===== config.mk =====
export PLATFORM = sky130hd
export DESIGN_NAME = i2c_slave
export DESIGN_NICKNAME = d
export VERILOG_FILES = /design/src/rtl/i2c_slave.sv
export SDC_FILE = /design/constraint.sdc
export NUM_CORES = 1
export LEC_CHECK = 0
export BUFFER_PORTS_ARGS = -buffer_cell sky130_fd_sc_hd__buf_2
export CELL_PAD_IN_SITES_DETAIL_PLACEMENT = 0
export CELL_PAD_IN_SITES_GLOBAL_PLACEMENT = 1
export CORE_ASPECT_RATIO = 0.75
export CORE_MARGIN = 10
export CORE_UTILIZATION = 38
export CTS_CLUSTER_SIZE = 12
export DETAILED_ROUTE_END_ITERATION = 8
export PLACE_DENSITY_LB_ADDON = 0.1
export SYNTH_ARGS = -nofsm -noshare
export SYNTH_HDL_FRONTEND = slang
export SYNTH_SLANG_ARGS = --single-unit

===== constraint.sdc =====
create_clock -name clk_i -period 2.63 [get_ports clk_i]
set_clock_uncertainty 0.15 [all_clocks]
set_input_delay 0.1315 -clock clk_i [delete_from_list [all_inputs] [get_ports clk_i]]
set_output_delay 0.1315 -clock clk_i [all_outputs]
set_load 0.01 [all_outputs]

===== src/rtl/i2c_slave.sv =====
// I2C slave: 2-FF synchronised, glitch-filtered SCL/SDA, 7-bit addressing, byte read/write.
// Define I2C_SLAVE_CLK_STRETCH_EN to hold SCL low while waiting for tx data or rx hand-off.
module i2c_slave #(
   parameter int unsigned FILTER_LEN = 3
) (
   input  logic       clk_i,
   input  logic       s_rst_n_i,
   input  logic       en_i,
   input  logic [6:0] own_addr_i,
   input  logic [7:0] tx_data_i,
   input  logic       tx_valid_i,
   output logic       tx_ready_o,
   output logic [7:0] rx_data_o,
   output logic       rx_valid_o,
   output logic [7:0] status_o,
   input  logic       scl_i,
   output logic       scl_o,
   output logic       scl_t,
   input  logic       sda_i,
   output logic       sda_o,
   output logic       sda_t
);

   typedef enum logic [2:0] {
      StIdle, StAddr, StAddrAck, StRxData, StRxAck, StTxData, StTxAck, StWaitStop
   } state_e;

   // Bit 0 carries SCL, bit 1 carries SDA.
   logic [1:0] sync1_q, sync2_q, filt_q, filt_prev_q;
   logic [2:0] fcnt_q [2];

   always_ff @(posedge clk_i or negedge s_rst_n_i) begin
      if (!s_rst_n_i) begin
         sync1_q     <= 2'b11;
         sync2_q     <= 2'b11;
         filt_q      <= 2'b11;
         filt_prev_q <= 2'b11;
         fcnt_q[0]   <= '0;
         fcnt_q[1]   <= '0;
      end else begin
         sync1_q     <= {sda_i, scl_i};
         sync2_q     <= sync1_q;
         filt_prev_q <= filt_q;
         for (int i = 0; i < 2; i++) begin
            if (sync2_q[i] == filt_q[i]) begin
               fcnt_q[i] <= '0;
            end else if (fcnt_q[i] == 3'(FILTER_LEN - 1)) begin
               filt_q[i] <= sync2_q[i];
               fcnt_q[i] <= '0;
            end else begin
               fcnt_q[i] <= fcnt_q[i] + 3'd1;
            end
         end
      end
   end

   logic scl_f, sda_f, scl_rise, scl_fall, start_det, stop_det;
   assign scl_f     = filt_q[0];
   assign sda_f     = filt_q[1];
   assign scl_rise  = scl_f & ~filt_prev_q[0];
   assign scl_fall  = ~scl_f & filt_prev_q[0];
   assign start_det = scl_f & filt_prev_q[0] & filt_prev_q[1] & ~sda_f;
   assign stop_det  = scl_f & filt_prev_q[0] & ~filt_prev_q[1] & sda_f;

   state_e     state_q, state_d;
   logic [2:0] bit_cnt_q, bit_cnt_d;
   logic       byte_done_q, byte_done_d;
   logic [7:0] rx_sh_q, rx_sh_d;
   logic [6:0] tx_sh_q, tx_sh_d;
   logic [7:0] rx_data_q, rx_data_d;
   logic       rx_valid_q, rx_valid_d, tx_ready_q, tx_ready_d;
   logic       sda_t_q, sda_t_d;
   logic       busy_q, busy_d, addressed_q, addressed_d, dir_q, dir_d, nack_q, nack_d;
   logic       ack_bit_q, ack_bit_d, armed_q, armed_d;
   logic [6:0] own_addr_q, own_addr_d;
   logic       load_tx;
`ifdef I2C_SLAVE_CLK_STRETCH_EN
   logic       stretch_q, stretch_d, tx_pend_q, tx_pend_d;
`endif

   always_comb begin
      state_d     = state_q;
      bit_cnt_d   = bit_cnt_q;
      byte_done_d = byte_done_q;
      rx_sh_d     = rx_sh_q;
      tx_sh_d     = tx_sh_q;
      rx_data_d   = rx_data_q;
      rx_valid_d  = 1'b0;
      tx_ready_d  = 1'b0;
      sda_t_d     = sda_t_q;
      busy_d      = busy_q;
      addressed_d = addressed_q;
      dir_d       = dir_q;
      nack_d      = nack_q;
      ack_bit_d   = ack_bit_q;
      armed_d     = armed_q;
      own_addr_d  = own_addr_q;
      load_tx     = 1'b0;
`ifdef I2C_SLAVE_CLK_STRETCH_EN
      stretch_d   = stretch_q;
      tx_pend_d   = tx_pend_q;
`endif
      if (!en_i) begin
         state_d     = StIdle;
         sda_t_d     = 1'b1;
         busy_d      = 1'b0;
         addressed_d = 1'b0;
         byte_done_d = 1'b0;
`ifdef I2C_SLAVE_CLK_STRETCH_EN
         stretch_d   = 1'b0;
         tx_pend_d   = 1'b0;
`endif
      end else if (stop_det) begin
         // Status describes the current transaction only, so STOP clears all of it.
         armed_d     = 1'b1;
         state_d     = StIdle;
         sda_t_d     = 1'b1;
         busy_d      = 1'b0;
         addressed_d = 1'b0;
         dir_d       = 1'b0;
         nack_d      = 1'b0;
         byte_done_d = 1'b0;
`ifdef I2C_SLAVE_CLK_STRETCH_EN
         stretch_d   = 1'b0;
         tx_pend_d   = 1'b0;
`endif
      end else if (start_det) begin
         armed_d     = 1'b1;
         state_d     = StAddr;
         bit_cnt_d   = 3'd0;
         byte_done_d = 1'b0;
         sda_t_d     = 1'b1;
         busy_d      = 1'b1;
         addressed_d = 1'b0;
         dir_d       = 1'b0;
         nack_d      = 1'b0;
         own_addr_d  = own_addr_i;
`ifdef I2C_SLAVE_CLK_STRETCH_EN
         stretch_d   = 1'b0;
         tx_pend_d   = 1'b0;
`endif
      end else if (armed_q) begin
         case (state_q)
            StAddr, StRxData: begin
               if (scl_rise) begin
                  rx_sh_d   = {rx_sh_q[6:0], sda_f};
                  bit_cnt_d = bit_cnt_q + 3'd1;
                  if (bit_cnt_q == 3'd7) byte_done_d = 1'b1;
               end else if (scl_fall && byte_done_q) begin
                  byte_done_d = 1'b0;
                  if (state_q == StAddr) begin
                     // General call (0x00) is never acknowledged.
                     if (rx_sh_q[7:1] == own_addr_q && rx_sh_q[7:1] != 7'h00) begin
                        state_d     = StAddrAck;
                        sda_t_d     = 1'b0;
                        addressed_d = 1'b1;
                        dir_d       = rx_sh_q[0];
                     end else begin
                        state_d = StWaitStop;
                     end
                  end else begin
                     state_d    = StRxAck;
                     sda_t_d    = 1'b0;
                     rx_data_d  = rx_sh_q;
                     rx_valid_d = 1'b1;
`ifdef I2C_SLAVE_CLK_STRETCH_EN
                     stretch_d  = 1'b1;
`endif
                  end
               end
            end
            StAddrAck: begin
               if (scl_fall) begin
                  if (dir_q) begin
                     state_d = StTxData;
                     load_tx = 1'b1;
                  end else begin
                     state_d = StRxData;
                     sda_t_d = 1'b1;
                  end
               end
            end
            StRxAck: begin
`ifdef I2C_SLAVE_CLK_STRETCH_EN
               if (stretch_q && rx_valid_q) stretch_d = 1'b0;
`endif
               if (scl_fall) begin
                  state_d = StRxData;
                  sda_t_d = 1'b1;
               end
            end
            StTxData: begin
`ifdef I2C_SLAVE_CLK_STRETCH_EN
               if (tx_pend_q && tx_valid_i) load_tx = 1'b1;
`endif
               if (scl_rise) begin
                  bit_cnt_d = bit_cnt_q + 3'd1;
                  if (bit_cnt_q == 3'd7) byte_done_d = 1'b1;
               end else if (scl_fall) begin
                  if (byte_done_q) begin
                     byte_done_d = 1'b0;
                     state_d     = StTxAck;
                     sda_t_d     = 1'b1;
                  end else begin
                     sda_t_d = tx_sh_q[6];
                     tx_sh_d = {tx_sh_q[5:0], 1'b1};
                  end
               end
            end
            StTxAck: begin
               if (scl_rise) begin
                  ack_bit_d = sda_f;
               end else if (scl_fall) begin
                  if (ack_bit_q) begin
                     nack_d  = 1'b1;
                     state_d = StWaitStop;
                  end else begin
                     state_d = StTxData;
                     load_tx = 1'b1;
                  end
               end
            end
            StIdle, StWaitStop: ;
            default: state_d = StIdle;
         endcase
      end

      // MSB goes straight onto SDA; tx_sh holds the remaining seven bits.
      if (load_tx) begin
         if (tx_valid_i) begin
            tx_sh_d    = tx_data_i[6:0];
            sda_t_d    = tx_data_i[7];
            tx_ready_d = 1'b1;
`ifdef I2C_SLAVE_CLK_STRETCH_EN
            tx_pend_d  = 1'b0;
            stretch_d  = 1'b0;
`endif
         end else begin
            sda_t_d = 1'b1;
`ifdef I2C_SLAVE_CLK_STRETCH_EN
            tx_pend_d = 1'b1;
            stretch_d = 1'b1;
`else
            tx_sh_d = 7'h7F;
`endif
         end
      end
   end

   always_ff @(posedge clk_i or negedge s_rst_n_i) begin
      if (!s_rst_n_i) begin
         state_q     <= StIdle;
         bit_cnt_q   <= '0;
         byte_done_q <= 1'b0;
         rx_sh_q     <= '0;
         tx_sh_q     <= '0;
         rx_data_q   <= '0;
         rx_valid_q  <= 1'b0;
         tx_ready_q  <= 1'b0;
         sda_t_q     <= 1'b1;
         busy_q      <= 1'b0;
         addressed_q <= 1'b0;
         dir_q       <= 1'b0;
         nack_q      <= 1'b0;
         ack_bit_q   <= 1'b1;
         armed_q     <= 1'b0;
         own_addr_q  <= '0;
`ifdef I2C_SLAVE_CLK_STRETCH_EN
         stretch_q   <= 1'b0;
         tx_pend_q   <= 1'b0;
`endif
      end else begin
         state_q     <= state_d;
         bit_cnt_q   <= bit_cnt_d;
         byte_done_q <= byte_done_d;
         rx_sh_q     <= rx_sh_d;
         tx_sh_q     <= tx_sh_d;
         rx_data_q   <= rx_data_d;
         rx_valid_q  <= rx_valid_d;
         tx_ready_q  <= tx_ready_d;
         sda_t_q     <= sda_t_d;
         busy_q      <= busy_d;
         addressed_q <= addressed_d;
         dir_q       <= dir_d;
         nack_q      <= nack_d;
         ack_bit_q   <= ack_bit_d;
         armed_q     <= armed_d;
         own_addr_q  <= own_addr_d;
`ifdef I2C_SLAVE_CLK_STRETCH_EN
         stretch_q   <= stretch_d;
         tx_pend_q   <= tx_pend_d;
`endif
      end
   end

   assign rx_data_o  = rx_data_q;
   assign rx_valid_o = rx_valid_q;
   assign tx_ready_o = tx_ready_q;
   assign sda_o      = 1'b0;
   assign scl_o      = 1'b0;
   assign sda_t      = sda_t_q;
`ifdef I2C_SLAVE_CLK_STRETCH_EN
   assign scl_t    = ~stretch_q;
   assign status_o = {3'b000, stretch_q, nack_q, dir_q, addressed_q, busy_q};
`else
   assign scl_t    = 1'b1;
   assign status_o = {3'b000, 1'b0, nack_q, dir_q, addressed_q, busy_q};
`endif

endmodule


; ---- Word-level counts from Yosys, hierarchy flattened
; Index checks and enable logic that the tools add are counted.
; Widths: inputs -> output; s select.
[op_classes]
addsub = 3
n_eq_ne = 47
bitwise_logic = 17
muxes = 111
reduce_logical = 36
[ops]
columns = cell, count
row1 = $mux 1, 72
row2 = $mux 3, 24
row3 = $mux 7, 10
row4 = $ne 6x6->1 const B, 9
row5 = $ne 5x5->1 const B, 9
row6 = $reduce_and 6->1, 4
row7 = $reduce_bool 3->1, 8
row8 = $ne 4x1->1 const B, 5
row9 = $ne 8x1->1 const B, 2
row10 = $reduce_and 8->1, 2
row11 = $reduce_bool 2->1, 8
row12 = $pmux 3 s5, 1
row13 = $eq 3x2->1 const B, 4
row14 = $eq 3x3->1 const B, 4
row15 = $reduce_and 11->1, 1
row16 = $ne 5x1->1 const B, 2
row17 = $not 1->1, 10
row18 = $reduce_and 10->1, 1
row19 = $add 3x1->3 const B, 3
row20 = $ne 2x1->1 const B, 4
row21 = $and 1x1->1, 7
row22 = $eq 7x7->1, 1
row23 = $ne 7x7->1 const B, 1
row24 = $reduce_and 7->1, 1
row25 = 15 further kinds, 21
[word_totals]
output_inout_bits = 22
wordCells = 237
input_bits = 21
regBits = 60

; ---- Depth between registers and ports, before layout
[depth]
word_depth = 12
ltp_mapped = 7
ltp_nobuf = 5

; ---- Least setup slack after synthesis
; OpenSTA, ideal clock, no wires.
[synth_path]
path_type = flip-flop to flip-flop
startpoint = register filt_q[0]
endpoint = register rx_sh_q[0]
n_path_buf = 0
period_less_slack_ns = 1.835
slack_ns = 0.795
setup_ns = 0.125
t_required_ns = 2.355
stages_incl_launch_ff = 5
t_arrival_ns = 1.560
cell_sequence = dfstp_2 -> and2b_2 -> nand3_2 -> nor3b_4 -> mux2_2
[synth_between]
elab_chain_cells = 5
word_cells_on_any_way = 9
classes_between = bitwise: 8 / reduce/logical: 1
[synth_rtl]
columns = item, line
row1 = start: declaration, 29  ; logic [1:0] sync1_q, sync2_q, filt_q, filt_prev_q;
row2 = start signal: indexed assignment, 48  ; filt_q[i] <= sync2_q[i];
row3 = $and 1x1->1, "62, 63"
row4 = $and 1x1->1 (on tied branches) (2 in a row), "62, 63"
row5 = $not 1->1 (no line), -
row6 = $reduce_and 6->1 (no line) *, -
row7 = end signal: assignment, 276  ; rx_sh_q <= rx_sh_d;
row8 = end: declaration, 68  ; logic [7:0] rx_sh_q, rx_sh_d;
; Mark *: on every way between the ends. The rest lies on a longest branch, timed or not.
; A chain may end at the register's enable or synchronous reset.

; ---- Worst setup path in the final report
[layout_path]
startpoint = register state_q[2]
endpoint = register tx_sh_q[0]
[layout_between]
elab_chain_cells = 8
word_cells_on_any_way = 18
classes_between = eq/ne: 7 / mux: 6 / reduce/logical: 5
[layout_rtl]
columns = item, line
row1 = start: declaration, 65  ; state_e state_q, state_d;
row2 = start signal: assignment, 252  ; state_q <= StIdle;
row3 = start signal: assignment, 273  ; state_q <= state_d;
row4 = $eq 3x3->1 or $eq 3x2->1 (tied branches), 143  ; case (state_q)
row5 = $pmux 1 s2, 143
row6 = $mux 1, 142  ; end else if (armed_q) begin
row7 = $mux 1, 127  ; end else if (start_det) begin
row8 = $mux 1, 113  ; end else if (stop_det) begin
row9 = $mux 1, 103  ; if (!en_i) begin
row10 = $ne 2x1->1 (no line) or $reduce_bool 2->1 (tied branches), -
row11 = $reduce_and 8->1 (no line), -
row12 = end signal: assignment, 277  ; tx_sh_q <= tx_sh_d;
row13 = end: declaration, 69  ; logic [6:0] tx_sh_q, tx_sh_d;
; Parallel ways exist; a longest one is shown, timed or not.

==> impl_metrics.csv <==
group,metric,value,unit
run_status,status,"completed",
cells_and_area,antenna_cells,0,
cells_and_area,fill_cells,742,
floorplan,dieWidth,122,um
timing,grt_setup_unrepaired,"no",
timing,fin_setup_tns,0,ns
yosys,syn_inst,267,
yosys,netlist_area,2990,um^2
critical_path,reg2reg_slack,0.61,ns
grt,track_usage,11.8,%
timing,max_freq,0.494,GHz
timing,setup_viol,0,
timing,hold_violations,0,
drt,wirelength,6690,um
yosys,yosys-top-cells-area,"dfrtp_1 42%, mux2_2 11%, dfstp_2 8.8%",
power_and_ir_drop,cellLeakagePower,1.68,nW
clocking,clk_pin_slew_worst_paths,0.07,ns
yosys,avgSynthCellArea,11.2,um^2
timing,post-route-period-util,77.0,%
clocking,htreeDepth,3,
grt,first_global_vias,2170,
critical_path,r2r_start,"state_q[2]",
timing,maxSlewHeadroom,61.6,%
yosys,yosysTopAreaCellShare,41.8,%
cells_and_area,register_area,1510,um^2
drt,avgViaCountPerCell,4.98,
cells_and_area,multi_input_area,1350,um^2
drt,via_count,2121,
critical_path,start_kind,"flop",
placement,dp_hpwl,4840,um
cells_and_area,drive_gt1_share,32.0,%
clocking,clock_path_buffers,2,
timing,setup_slack,0.606,ns
floorplan,die_y,96.9,um
timing,tightest_slew,0.576,ns
clocking,clk_latency,0.33,ns
drt,dr.pass1.iters,4,
critical_path,critPathKind,"flop to flop",
power_and_ir_drop,powerDensity,876,nW/um^2
timing,drv_slew,0,
clocking,cts_root_buf,"clkbuf_8",
timing,fin_crit,2.02,ns
critical_path,arrival,2.10,ns
cells_and_area,area_delta_synth_final,19.9,%
grt,grt_max_degree,23,
yosys,synth.largest_area_cell,"dfrtp_1",
yosys,synth-edff-count,0,
floorplan,start_util,39.9,%
drt,drc,0,
critical_path,r2r_cells,5,
drt,wl_per_cell,15.7,um
placement,gp_congestion,0.829,
yosys,synth_common_cells,"50 x dfrtp_1, 29 x mux2_2, 20 x nand2_1",
min_path,hold_depth,3,
yosys,synth_seq_area_share,50.6,%
yosys,ys_ff_latch,60,
grt,grt.overflow.total,0,
critical_path,critPathLaunch,"state_q[2]",
yosys,yosysMostFrequentCell,"dfrtp_1",
yosys,ys_warn_count,0,
min_path,min-delay-start,"tx_data_i[4]",
timing,whs,0.0322,ns
cells_and_area,nets,343,
drt,postRouteAntennaNets,0,
floorplan,fp.dieArea,11900,um^2
clocking,cts_tree,"yes",
yosys,synth.distinct_cells,60,
clocking,cts_resized,0,
critical_path,path_max_fanout,13,
critical_path,cp-end-kind,"flop",
min_path,hold_class,"primary input to flop",
critical_path,cp.required,2.70,ns
floorplan,ioPinCount,43,
floorplan,coreArea,7500,um^2
yosys,async_flop_share,100,%
floorplan,std_cell_rows,27,
placement,port_buffers,35,
drt,drt-initial-drc-count,89,
grt,grt_pass1_wl,11100,um
power_and_ir_drop,ir_drop,0.354,mV
flow_run,maxCapViolCount,0,
yosys,ys.flop_type,"dfrtp_1",
placement,place_ws,0.601,ns
clocking,cts_buffers,9,
grt,antenna_found_initial,0,
clocking,clkSinkCount,60,
## layout make-up
class                   count  share of cell area, %
inverters                   7                  0.732
multi-input cells         187                   37.5
well taps                 101                   3.52
clock buffers              12                   4.33
repair buffers             55                   10.3
clock inverters             4                   1.36
flip-flops and latches     60                   42.2
## cells in the final DEF, fill, tap and decap left out, types with 3 or more instances in the layout
| cell type | n |
|---|---|
| conb_1 | 7 |
| mux2_2 | 29 |
| nand2_1 | 20 |
| a21oi_1 | 7 |
| dfstp_2 | 10 |
| dfrtp_1 | 50 |
| clkbuf_8 | 11 |
| o211ai_1 | 3 |
| buf_2 | 35 |
| nor2_1 | 16 |
| nor4b_1 | 6 |
| a21o_1 | 4 |
| nor3_1 | 6 |
| o31ai_1 | 7 |
| dlygate4sd3_1 | 18 |
| nor2b_1 | 10 |
| xor2_1 | 10 |
| nand2b_1 | 3 |
| inv_1 | 7 |
| o21ai_0 | 11 |
## report_power, final
group	switching (mW)	internal, mW	total (mW)
clock network	0.363	0.488	0.851
logic	0.454	0.438	0.892
registers	0.250	1.15	1.40
## state kept, by name, indices dropped and copies added (netlist names)
| register | cells |
|---|---|
| filt_q | 2 |
| nack_q | 1 |
| sda_t | 1 |
| own_addr_q | 7 |
| tx_sh_q | 7 |
| state_q | 3 |
| sync2_q | 2 |
| rx_sh_q | 8 |
| rx_valid_o | 1 |
| bit_cnt_q | 3 |
| armed_q | 1 |
| fcnt_q | 6 |
| busy_q | 1 |
| addressed_q | 1 |
| filt_prev_q | 2 |
| sync1_q | 2 |
| dir_q | 1 |
| tx_ready_o | 1 |
| byte_done_q | 1 |
| ack_bit_q | 1 |
| rx_data_o | 8 |
## final timing paths
check | endpoint
max | tx_sh_q[0]
min | tx_sh_q[4]
max reg2reg | tx_sh_q[0]
min reg2reg | sync2_q[1]
max in group asynchronous | filt_q[0]
min in group asynchronous | fcnt_q[2]
## critical path, stage by stage (launching register included)
cell and delay (ns):
dfrtp_1 0.54, nor2b_1 0.25, o21ai_2 0.34, a21o_1 0.40, nor2b_1 0.19, a21oi_1 0.05
## metal layers
| metal | global-route usage (%) | vias to the layer above | share of wire [%] |
|---|---|---|---|
| met1 | 16.4 | 1045 | 52 |
| met3 | 3.65 | 5 | 3.6 |
| met2 | 16.4 | 34 | 44 |
| li1 | - | 1037 | - |
| met4 | 5.12 | 0 | 1.1 |
| met5 | 0 | - | 0 |
## what timing repair did
item,CTS,global route
hold endpoints to repair,39,0
hold buffers,18,0
setup buffers,0,0
## metrics by stage
| stage | power [mW] | std cells | cell area [um^2] | utilization [%] |
|---|---|---|---|---|
| finish | 3.14 | 426 | 3590 | 47.8 |
| global placement | 2.29 | 392 | 3200 | 42.7 |
| global route | 3.37 | 426 | 3590 | 47.8 |
| CTS | 3.18 | 426 | 3590 | 47.8 |
| floorplan | 2.08 | 272 | 3010 | - |
| detailed placement | 2.29 | 392 | 3200 | 42.7 |
## logic make-up (layout without fill, tap and decap cells)
family                   after synthesis  in the layout  synth area share, %
buffers and inverters                 25             78                 5.06
AO/OA/AOI/OAI                         47             47                 11.0
multiplexers                          30             30                 11.2
XOR/XNOR                              12             12                 3.51
flip-flops                            60             60                 50.6
AND/OR/NAND/NOR                       89             89                 17.6
other                                  2              7                0.251
adder cells (fa/ha/maj)                2              2                0.836
Note: power is estimated with default switching activity, not from simulation.
